$ cat config.mk
export PLATFORM = sky130hd
export DESIGN_NAME = systolic_array_ctrl_4x4
export DESIGN_NICKNAME = d
export VERILOG_FILES = /design/src/rtl/systolic_array_ctrl_4x4_pkg.sv /design/src/rtl/systolic_array_ctrl_4x4_phase_counter.sv /design/src/rtl/systolic_array_ctrl_4x4.sv
export SDC_FILE = /design/constraint.sdc
export NUM_CORES = 1
export LEC_CHECK = 0
export CAP_MARGIN = 15
export CELL_PAD_IN_SITES_DETAIL_PLACEMENT = 0
export CELL_PAD_IN_SITES_GLOBAL_PLACEMENT = 2
export CORE_UTILIZATION = 25
export CTS_CLUSTER_DIAMETER = 30
export DETAILED_ROUTE_END_ITERATION = 6
export GPL_TIMING_DRIVEN = 0
export PLACE_DENSITY = 0.82
export SYNTH_ARGS = -nofsm -noshare
export SYNTH_HDL_FRONTEND = slang
export SYNTH_HIERARCHICAL = 1
export SYNTH_SLANG_ARGS = --single-unit
$ cat constraint.sdc
create_clock -name clk -period 2 [get_ports clk]
set_input_delay 0.2 -clock clk [delete_from_list [all_inputs] [get_ports clk]]
set_output_delay 0.2 -clock clk [all_outputs]
set_load 0.005 [all_outputs]
$ cat src/rtl/systolic_array_ctrl_4x4_pkg.sv
// Shared definitions for the systolic array sequencers: state encoding,
// default sizing and the phase-length formulas reused by larger arrays.
package systolic_array_ctrl_4x4_pkg;

  localparam int N_DEF          = 4;
  localparam int DATA_WIDTH_DEF = 16;
  localparam int CNT_W_DEF      = 8;

  typedef enum logic [2:0] {
    S_IDLE   = 3'd0,
    S_LOAD   = 3'd1,
    S_CLEAR  = 3'd2,
    S_FEED   = 3'd3,
    S_DRAIN  = 3'd4,
    S_RESULT = 3'd5,
    S_DONE   = 3'd6
  } state_e;

  // Skewed wavefront: the last operand enters row/col N-1 after 2*(N-1) extra cycles.
  function automatic int feed_cycles(input int n);
    return 3 * n - 2;
  endfunction

  function automatic int drain_cycles(input int n);
    return n;
  endfunction

  function automatic int max3(input int a, input int b, input int c);
    int m;
    m = (a > b) ? a : b;
    return (m > c) ? m : c;
  endfunction

endpackage

$ cat src/rtl/systolic_array_ctrl_4x4_phase_counter.sv
// Loadable up-counter with a terminal-count flag; used for operand
// loading and for the feed/drain phase timing.
module sa_phase_counter #(
  parameter int W = 8
) (
  input  logic         clk,
  input  logic         rst,
  input  logic         load_i,
  input  logic [W-1:0] load_val_i,
  input  logic         en_i,
  input  logic [W-1:0] term_i,
  output logic [W-1:0] count_o,
  output logic         tc_o
);

  logic [W-1:0] count_q, count_d;

  always_comb begin
    count_d = count_q;
    if (load_i) begin
      count_d = load_val_i;
    end else if (en_i) begin
      count_d = count_q + W'(1);
    end
  end

  // NOTE: non-blocking so every flop samples the pre-edge values of its peers.
  always_ff @(posedge clk) begin
    if (rst) begin
      count_q <= '0;
    end else begin
      count_q <= count_d;
    end
  end

  assign count_o = count_q;
  assign tc_o    = (count_q == term_i);

endmodule

$ cat src/rtl/systolic_array_ctrl_4x4.sv
// Job sequencer for the 4x4 systolic array: load operands, clear, feed,
// drain, capture result. All outputs come straight from flops.
module systolic_array_ctrl_4x4
  import systolic_array_ctrl_4x4_pkg::*;
#(
  parameter int N            = N_DEF,
  parameter int DATA_WIDTH   = DATA_WIDTH_DEF,
  parameter int FEED_CYCLES  = feed_cycles(N),
  parameter int DRAIN_CYCLES = drain_cycles(N),
  parameter int CNT_W        = CNT_W_DEF
) (
  input  logic                     clk,
  input  logic                     rst,
  input  logic                     start,
  input  logic                     in_valid,
  output logic                     in_ready,
  input  logic [DATA_WIDTH-1:0]    in_a,
  input  logic [DATA_WIDTH-1:0]    in_b,
  output logic                     buf_wr_en,
  output logic [$clog2(N*N)-1:0]   buf_wr_addr,
  output logic [DATA_WIDTH-1:0]    buf_wr_a,
  output logic [DATA_WIDTH-1:0]    buf_wr_b,
  output logic                     arr_rst,
  output logic                     buf_read,
  output logic [CNT_W-1:0]         feed_step,
  output logic                     result_ld,
  output logic                     busy,
  output logic                     done
);

  localparam int AW       = $clog2(N*N);
  localparam int CNT_NEED = max3(N * N, FEED_CYCLES, DRAIN_CYCLES);

  if (CNT_NEED >= (1 << CNT_W)) begin : g_cnt_w_too_narrow
    $error("CNT_W too narrow for N*N, FEED_CYCLES and DRAIN_CYCLES");
  end

  state_e state_q, state_d;

  logic [CNT_W-1:0] load_cnt, phase_cnt, phase_term;
  logic             load_tc, phase_tc, xfer;

  logic                  in_ready_q, in_ready_d;
  logic                  buf_wr_en_q, buf_wr_en_d;
  logic [AW-1:0]         buf_wr_addr_q, buf_wr_addr_d;
  logic [DATA_WIDTH-1:0] buf_wr_a_q, buf_wr_a_d, buf_wr_b_q, buf_wr_b_d;
  logic                  arr_rst_q, arr_rst_d, buf_read_q, buf_read_d;
  logic [CNT_W-1:0]      feed_step_q, feed_step_d;
  logic                  result_ld_q, result_ld_d, busy_q, busy_d, done_q, done_d;

  // The count bound is redundant with in_ready but guarantees no 17th write.
  assign xfer = in_valid && in_ready_q && (load_cnt < CNT_W'(N * N));

  sa_phase_counter #(.W(CNT_W)) u_load_cnt (
    .clk        (clk),
    .rst        (rst),
    .load_i     (state_q == S_IDLE),
    .load_val_i ('0),
    .en_i       (xfer),
    .term_i     (CNT_W'(N * N - 1)),
    .count_o    (load_cnt),
    .tc_o       (load_tc)
  );

  // One counter times both FEED and DRAIN; it is reloaded on each phase entry.
  assign phase_term = (state_q == S_FEED) ? CNT_W'(FEED_CYCLES - 1) : CNT_W'(DRAIN_CYCLES - 1);

  sa_phase_counter #(.W(CNT_W)) u_phase_cnt (
    .clk        (clk),
    .rst        (rst),
    .load_i     ((state_q == S_CLEAR) || ((state_q == S_FEED) && phase_tc)),
    .load_val_i ('0),
    .en_i       ((state_q == S_FEED) || (state_q == S_DRAIN)),
    .term_i     (phase_term),
    .count_o    (phase_cnt),
    .tc_o       (phase_tc)
  );

  always_ff @(posedge clk) begin
    if (rst) begin
      state_q <= S_IDLE;
    end else begin
      state_q <= state_d;
    end
  end

  // NOTE: default assignment first so every path drives state_d -- no latch.
  always_comb begin
    state_d = state_q;
    unique case (state_q)
      S_IDLE:   if (start) state_d = S_LOAD;
      S_LOAD:   if (xfer && load_tc) state_d = S_CLEAR;
      S_CLEAR:  state_d = S_FEED;
      S_FEED:   if (phase_tc) state_d = S_DRAIN;
      S_DRAIN:  if (phase_tc) state_d = S_RESULT;
      S_RESULT: state_d = S_DONE;
      S_DONE:   state_d = S_IDLE;
      default:  state_d = S_IDLE;
    endcase
  end

  // Outputs are decoded from the next state so they line up with it once registered.
  always_comb begin
    in_ready_d    = (state_d == S_LOAD);
    buf_wr_en_d   = xfer;
    buf_wr_addr_d = xfer ? load_cnt[AW-1:0] : buf_wr_addr_q;
    buf_wr_a_d    = xfer ? in_a : buf_wr_a_q;
    buf_wr_b_d    = xfer ? in_b : buf_wr_b_q;
    arr_rst_d     = (state_d == S_CLEAR);
    buf_read_d    = (state_d == S_FEED);
    feed_step_d   = '0;
    if ((state_d == S_FEED) && (state_q == S_FEED)) begin
      feed_step_d = phase_cnt + CNT_W'(1);
    end
    result_ld_d   = (state_d == S_RESULT);
    busy_d        = (state_d != S_IDLE);
    done_d        = (state_d == S_DONE);
  end

  always_ff @(posedge clk) begin
    if (rst) begin
      in_ready_q    <= 1'b0;
      buf_wr_en_q   <= 1'b0;
      buf_wr_addr_q <= '0;
      buf_wr_a_q    <= '0;
      buf_wr_b_q    <= '0;
      arr_rst_q     <= 1'b0;
      buf_read_q    <= 1'b0;
      feed_step_q   <= '0;
      result_ld_q   <= 1'b0;
      busy_q        <= 1'b0;
      done_q        <= 1'b0;
    end else begin
      in_ready_q    <= in_ready_d;
      buf_wr_en_q   <= buf_wr_en_d;
      buf_wr_addr_q <= buf_wr_addr_d;
      buf_wr_a_q    <= buf_wr_a_d;
      buf_wr_b_q    <= buf_wr_b_d;
      arr_rst_q     <= arr_rst_d;
      buf_read_q    <= buf_read_d;
      feed_step_q   <= feed_step_d;
      result_ld_q   <= result_ld_d;
      busy_q        <= busy_d;
      done_q        <= done_d;
    end
  end

  assign in_ready    = in_ready_q;
  assign buf_wr_en   = buf_wr_en_q;
  assign buf_wr_addr = buf_wr_addr_q;
  assign buf_wr_a    = buf_wr_a_q;
  assign buf_wr_b    = buf_wr_b_q;
  assign arr_rst     = arr_rst_q;
  assign buf_read    = buf_read_q;
  assign feed_step   = feed_step_q;
  assign result_ld   = result_ld_q;
  assign busy        = busy_q;
  assign done        = done_q;

endmodule

==> flow_summary.yaml, run 1 <==
run_status:
  outcome: "finished clean"
timing:
  fin_crit_sh_pct: 94.5
  setup_viol: 0
  slew_violations: 0
  final_hold_viol_count: 0
  tightest_slew_ns: 0.537
  tns_ns: 0
  skew_ns: 0.00991
  timing.hold.ws_ns: 0.421
  period_minus_slack_ns: 1.89
  rsz0062_at_grt: "true"
  max-slew-margin-rel_pct: 64.2
  max_freq_ghz: 0.529
floorplanning:
  rows: 41
  io_pins: 87
  die_w_um: 116
  die_y_um: 116
  die_area_um2: 13400
  initial_core_util_pct: 25.7
  core-area_um2: 12600
grt:
  grt_use_met2_pct: 22.7
  met1_usage_pct: 18.3
  grtUsageTotal_pct: 14.3
  gr-total-overflow: 0
  grt_first_pass_wirelength_um: 14900
  antenna_found_initial: 0
  grt_use_met3_pct: 4.81
  grt_busiest_layer: "met2"
  grt_start_max_net_pins: 13
  grt_pass1_vias: 2991
yosys:
  netlist_area_um2: 3240
  muxShareOfSynthArea_pct: 1.93
  synthAdderAreaFrac_pct: 1.16
  synth.avg_cell_area_um2: 8.43
  synthSimpleGateAreaFrac_pct: 20.0
  ys_types: 47
  synthXorXnorAreaFrac_pct: 7.29
  syn_inst: 385
  synthArstFlopShare_pct: 0
  seq_area_frac_synth_pct: 43.2
  synth-edff-count: 0
  synth_compound_area_share_pct: 20.5
  synth_ff_type: "dfxtp_1"
  synth_top_family_by_area: "compound AO/OA/AOI/OAI gates"
  ys_ff_latch: 70
  synth_warnings: 6
setup_path:
  max_stage_delay_ns: 0.37
  cp_slowest_cell: "dfxtp_4"
  reg2reg_slack_ns: 0.11
  reg2reg_depth: 7
  crit_chain: "or2b_1 > or2_2 > nand2_1 > buf_2 > nand3_1 > o21a_1 > o31a_1"
  critPathBufInv: 1
  worst_ep_arrival_time_ns: 2.11
  crit_fanout: 9
  reg2reg_from: "state_q[1]"
  critical-path-top-delay-family: "simple AND/OR/NAND/NOR gates"
  cp-endpoint: "u_phase_cnt/count_o[5]"
  cp-end-kind: "flip-flop"
  criticalPathCategory: "reg -> reg"
  regToRegEndpoint: "u_phase_cnt/count_o[5]"
  startpoint: "state_q[1]"
  cp_num_cells: 7
  required_ns: 2.22
  cp-start-kind: "flip-flop"
finish:
  insertedDiodeCount: 0
  final_cell_mix: "86 x clkdlybuf4s50_1, 67 x dfxtp_1, 49 x a21oi_1"
  fillers: 1342
  final_util_pct: 38.5
  layout.nets: 551
  mostFrequentLayoutCell: "clkdlybuf4s50_1"
  area_growth_pct: 49.8
  drive_gt1_share_pct: 10.3
drt:
  drtAntennaViolNets: 0
  drc: 0
  wl_um: 9040
  wl_per_cell_um: 13.1
  drt_first_pass_iters: 4
  vias: 3089
  viasPerCell: 4.48
  drtIter0Drc: 126
power_and_ir_drop:
  ir_drop_mv: 0.407
  total_leakage_power_nw: 1.67
  finalPower_mw: 3.60
  power_density_nw_per_um2: 740
place:
  gp_congestion: 0.731
  dp_hpwl_um: 6430
  io_buffers: 86
cts:
  cts_root_buffer: "clkbuf_16"
  cts_buffer_depth: 2
  clkLatencyLatePin_ns: 0.34
  cts_inserted_buffers: 9
  clock-sinks: 70
  htree_levels: 3
  clk_pin_slew_worst_paths_ns: 0.06
  cts_tree: "built"
flow_run:
  drv_cap: 0
min_path:
  hp-class: "in -> reg"
[report_power, final]
group          internal, mW  total [mW]  leakage, nW  switching [mW]
Combinational         0.192       0.402        0.940           0.210
Sequential             1.43        1.47        0.570          0.0406
Clock                  1.13        1.72        0.160           0.595
Total                  2.75        3.60         1.67           0.846
[per-stage QoR]
stage	std cells	cell area [µm²]	setup slack, ns
finish	689	4860	0.110
global route	689	4860	-0.0398
CTS	688	4810	0.00249
detailed placement	671	4430	-0.407
global placement	671	4430	-0.377
floorplan	413	3350	0.00295
[sequential cells by signal, summed over array words and instances, names as in the netlist]
signal and cells:
buf_wr_a 16, buf_wr_b 16, feed_step 8, u_load_cnt/count_o 8, u_phase_cnt/count_o 8, buf_wr_addr 4, state_q 3, arr_rst 1
buf_read 1, buf_wr_en 1, busy 1, done 1, in_ready 1, result_ld 1
[logic make-up (layout without fill, tap and decap cells)]
kind of cell / count (synthesis) / after routing
DFF: 70 / 70
adders and majority gates: 3 / 3
AOI/OAI and AO/OA: 114 / 114
other: 2 / 30
and+or+nand+nor: 119 / 120
xor gates and xnor gates: 27 / 27
buffers and inverters: 44 / 147
muxes: 6 / 6
[synth_stat cells, drive strengths merged, types with 2 or more instances]
library cell  number  share of area (%)
mux2i              4                1.2
xor2               8                2.2
nor3b              6                1.4
buf               16                2.5
a21oi             49                7.6
o211ai             2               0.46
inv               12                1.4
xnor2             19                5.1
nand2b             2               0.39
nand4             11                2.5
or3                3               0.58
dfxtp             70                 43
nand3             46                7.1
nor3               5               0.77
a211oi             5                1.2
o221ai             2               0.93
or2                5               0.96
o21a               6                1.4
a221oi             3               0.81
o21ai             38                5.9
ha                 3                1.2
clkbuf            16                1.9
nand2             10                1.2
mux2               2               0.69
nor2              21                2.4
o31a               4                1.1
conb               2               0.23
[how the worst min path moves through the flow]
stage | start | endpoint | slack, ns | cells after the start
2_1_floorplan | start | busy | 0.35 | 2
5_1_grt | in_a[7] | buf_wr_a[7] | 0.42 | 3
6_report | in_b[12] | buf_wr_b[12] | 0.42 | 3
3_3_place_gp | u_load_cnt/count_o[2] | buf_wr_addr[2] | 0.45 | 2
3_5_place_dp | u_load_cnt/count_o[2] | buf_wr_addr[2] | 0.47 | 2
4_1_cts | in_b[12] | buf_wr_b[12] | 0.41 | 3
[cell type report]
cell class / instances / area (µm²) / share of cell area, %
Multi-Input combinational cell: 300 / 1840 / 37.9
Inverter: 12 / 45.0 / 0.927
Sequential cell: 70 / 1410 / 29.0
Timing Repair Buffer: 91 / 896 / 18.4
Buffer: 28 / 129 / 2.65
Tap cell: 172 / 215 / 4.43
Clock buffer: 11 / 243 / 4.99
Clock inverter: 5 / 82.6 / 1.70
[what timing repair did]
action	in CTS	in global routing
hold buffers	0	0
gates resized for setup	15	11
pin swaps	5	3
setup endpoints to repair	20	25
gates cloned	1	1
buffers inserted	2	2
[per-layer routing]
layer / vias to the layer above / part of all wire, %
met5: - / 0
met4: 0 / 0.96
met3: 9 / 6.3
met2: 72 / 45
met1: 1408 / 48
li1: 1600 / -
[worst reg2reg max path, delay by kind of cell, from the launching register on]
kind	cells	cell delay, ns
AO/OA/AOI/OAI	2	0.44
buffers and inverters	1	0.20
flip-flops	1	0.37
AND/OR/NAND/NOR	4	0.76
No activity file was read; power rests on OpenSTA's default activity.
==> inputs of run 2 (changes only) <==
--- a/config.mk
+++ b/config.mk
@@ -8,12 +8,12 @@
 export CAP_MARGIN = 15
 export CELL_PAD_IN_SITES_DETAIL_PLACEMENT = 0
 export CELL_PAD_IN_SITES_GLOBAL_PLACEMENT = 2
-export CORE_UTILIZATION = 25
-export CTS_CLUSTER_DIAMETER = 30
+export CORE_UTILIZATION = 23
+export CTS_CLUSTER_DIAMETER = 80
 export DETAILED_ROUTE_END_ITERATION = 6
+export GPL_ROUTABILITY_DRIVEN = 0
 export GPL_TIMING_DRIVEN = 0
-export PLACE_DENSITY = 0.82
+export PLACE_DENSITY = 0.81
 export SYNTH_ARGS = -nofsm -noshare
 export SYNTH_HDL_FRONTEND = slang
-export SYNTH_HIERARCHICAL = 1
 export SYNTH_SLANG_ARGS = --single-unit
==> flow_summary.yaml, run 2 <==
run_status:
  outcome: "finished clean"
setup_path:
  cp-start-kind: "flip-flop"
  criticalPathCategory: "reg -> reg"
  reg2reg_slack_ns: 0.12
  reg2reg_depth: 6
  required_ns: 2.22
  max_stage_delay_ns: 0.60
  cp-end-kind: "flip-flop"
  crit_top_cell: "buf_6"
  startpoint: "u_phase_cnt.count_o[4]"
  cp_slowest_cell: "nor4_1"
  reg2reg_from: "u_phase_cnt.count_o[4]"
  worst_ep_arrival_time_ns: 2.10
  critical-path-top-delay-family: "simple AND/OR/NAND/NOR gates"
  critPathBufInv: 2
  regToRegEndpoint: "u_phase_cnt.count_o[0]"
  crit_fanout: 8
  crit_chain: "buf_6 > nor4_1 > a41oi_2 > a21bo_2 > buf_6 > nor2_1"
cts:
  cts_resized: 0
  clkLatencyLatePin_ns: 0.33
  cts_root_buffer: "clkbuf_16"
  clock-sinks: 70
  cts-hold-fix-buffers: 0
  htree_levels: 3
  cts_buffer_depth: 2
  postCtsSetupRepairBufs: 0
  cts_inserted_buffers: 9
  clk_pin_slew_worst_paths_ns: 0.06
  cts_tree: "built"
floorplanning:
  die_area_um2: 12000
  die_w_um: 109
  io_pins: 87
  rows: 38
  core-area_um2: 11000
  die_y_um: 109
  initial_core_util_pct: 24.1
finish:
  insertedDiodeCount: 0
  fillers: 1164
  drive_gt1_share_pct: 8.09
  area_growth_pct: 50.0
  layout.nets: 441
  stdcell_count: 548
  final_util_pct: 36.1
  mostFrequentLayoutCell: "clkdlybuf4s50_1"
  final_cell_mix: "85 x clkdlybuf4s50_1, 81 x nand2_1, 70 x dfxtp_1"
drt:
  viasPerCell: 4.17
  drtIter0Drc: 102
  wl_um: 6550
  wl_per_cell_um: 12.0
  drt_first_pass_iters: 4
  drtAntennaViolNets: 0
  drc: 0
  vias: 2284
timing:
  final_hold_viol_count: 0
  rsz0062_at_grt: "false"
  timing.hold.ws_ns: 0.387
  setup_viol: 0
  tns_ns: 0
  fin_crit_sh_pct: 93.8
  max_freq_ghz: 0.533
  slew_violations: 0
  max-slew-margin-rel_pct: 55.8
  tightest_slew_ns: 0.657
  skew_ns: 0.00603
  period_minus_slack_ns: 1.88
place:
  dp.cells: 532
  dp_hpwl_um: 4700
  io_buffers: 85
min_path:
  whs_endpoint: "state_q[2]"
  hold_depth: 2
  hp-class: "in -> reg"
  min_from: "rst"
yosys:
  synth_warnings: 0
  synthTopCellsByArea: "dfxtp_1 53%, nand2_1 11%, a21oi_1 8.3%, xnor2_1 4.6%, nor2_1 4.0%"
  ys_ff_latch: 70
  seq_area_frac_synth_pct: 52.8
  synth.avg_cell_area_um2: 8.65
  synthArstFlopShare_pct: 0
  syn_inst: 307
  yosysTopAreaCell: "dfxtp_1"
  netlist_area_um2: 2660
  yosysTopAreaCellShare_pct: 52.8
  synthTopCellsByCount: "81 x nand2_1, 70 x dfxtp_1, 44 x a21oi_1"
  synth-edff-count: 0
  syn-num-nets: 345
  yosysMostFrequentCell: "nand2_1"
  ys_types: 41
  synth_ff_type: "dfxtp_1"
power_and_ir_drop:
  finalPower_mw: 3.28
  ir_drop_mv: 0.384
  total_leakage_power_nw: 1.38
  power_density_nw_per_um2: 825
grt:
  gr-total-overflow: 0
  antenna_found_initial: 0
  grtUsageTotal_pct: 11.2
  grt_pass1_vias: 2164
  grt_start_max_net_pins: 13
  grt_first_pass_wirelength_um: 10300
flow_run:
  drv_cap: 0
[run 2: cell types whose count changed after synthesis, moves of 8 or more]
cell and delta:
nand2_1 +71, nand3_1 -40, o21ai_0 -34, inv_1 -10
buf_2 -8, clkbuf_1 -10
[run 2: logic make-up (layout without fill, tap and decap cells)]
logic type / count (synthesis) / after routing / share of synthesized area [%]
AOI/OAI and AO/OA: 57 / 57 / 12.6
buffers and inverters: 22 / 123 / 5.32
xor gates and xnor gates: 16 / 16 / 5.28
adders and majority gates: 2 / 2 / 0.942
and+or+nand+nor: 140 / 140 / 23.1
DFF: 70 / 70 / 52.8
[run 2: final cells by class]
cell class                 count  area [µm²]  area share, %
multi-input combinational    215        1110           28.0
buffer                        20         134           3.36
sequential                    70        1400           35.2
tap                          140         175           4.40
clock buffer                  11         243           6.09
inverter                       2        7.51          0.188
timing repair buffer          85         851           21.4
clock inverter                 5        58.8           1.48
[run 2: power breakdown]
part	switching (mW)	internal, mW	total, mW
logic	0.106	0.151	0.257
clock network	0.585	0.999	1.58
registers	0.0157	1.43	1.44
[run 2: metrics by stage]
step | instance area, µm² | worst slack, ns
final | 3980 | 0.125
after global routing | 3980 | 0.0270
after CTS | 3980 | 0.0842
after detailed placement | 3680 | 0.144
after global placement | 3680 | 0.114
after floorplan | 2660 | 0.407
[run 2: worst max path at each step]
stage,slack [ns],depth (start not counted),endpoint
2_1_floorplan,0.41,6,buf_wr_a[0]
3_3_place_gp,0.11,6,u_phase_cnt.count_o[3]
3_5_place_dp,0.14,6,u_phase_cnt.count_o[4]
4_1_cts,0.08,6,u_phase_cnt.count_o[0]
5_1_grt,0.03,6,u_phase_cnt.count_o[0]
6_report,0.12,6,u_phase_cnt.count_o[0]
[run 2: metal layers]
layer,GRT usage [%],vias to the layer above,share of wire [%],routed length (µm)
li1,-,1200,-,-
met1,13.8,1015,48,3120
met2,18.3,59,45,2920
met3,2.31,10,6.3,413
met4,5.71,0,1.6,102
met5,0,-,0,0
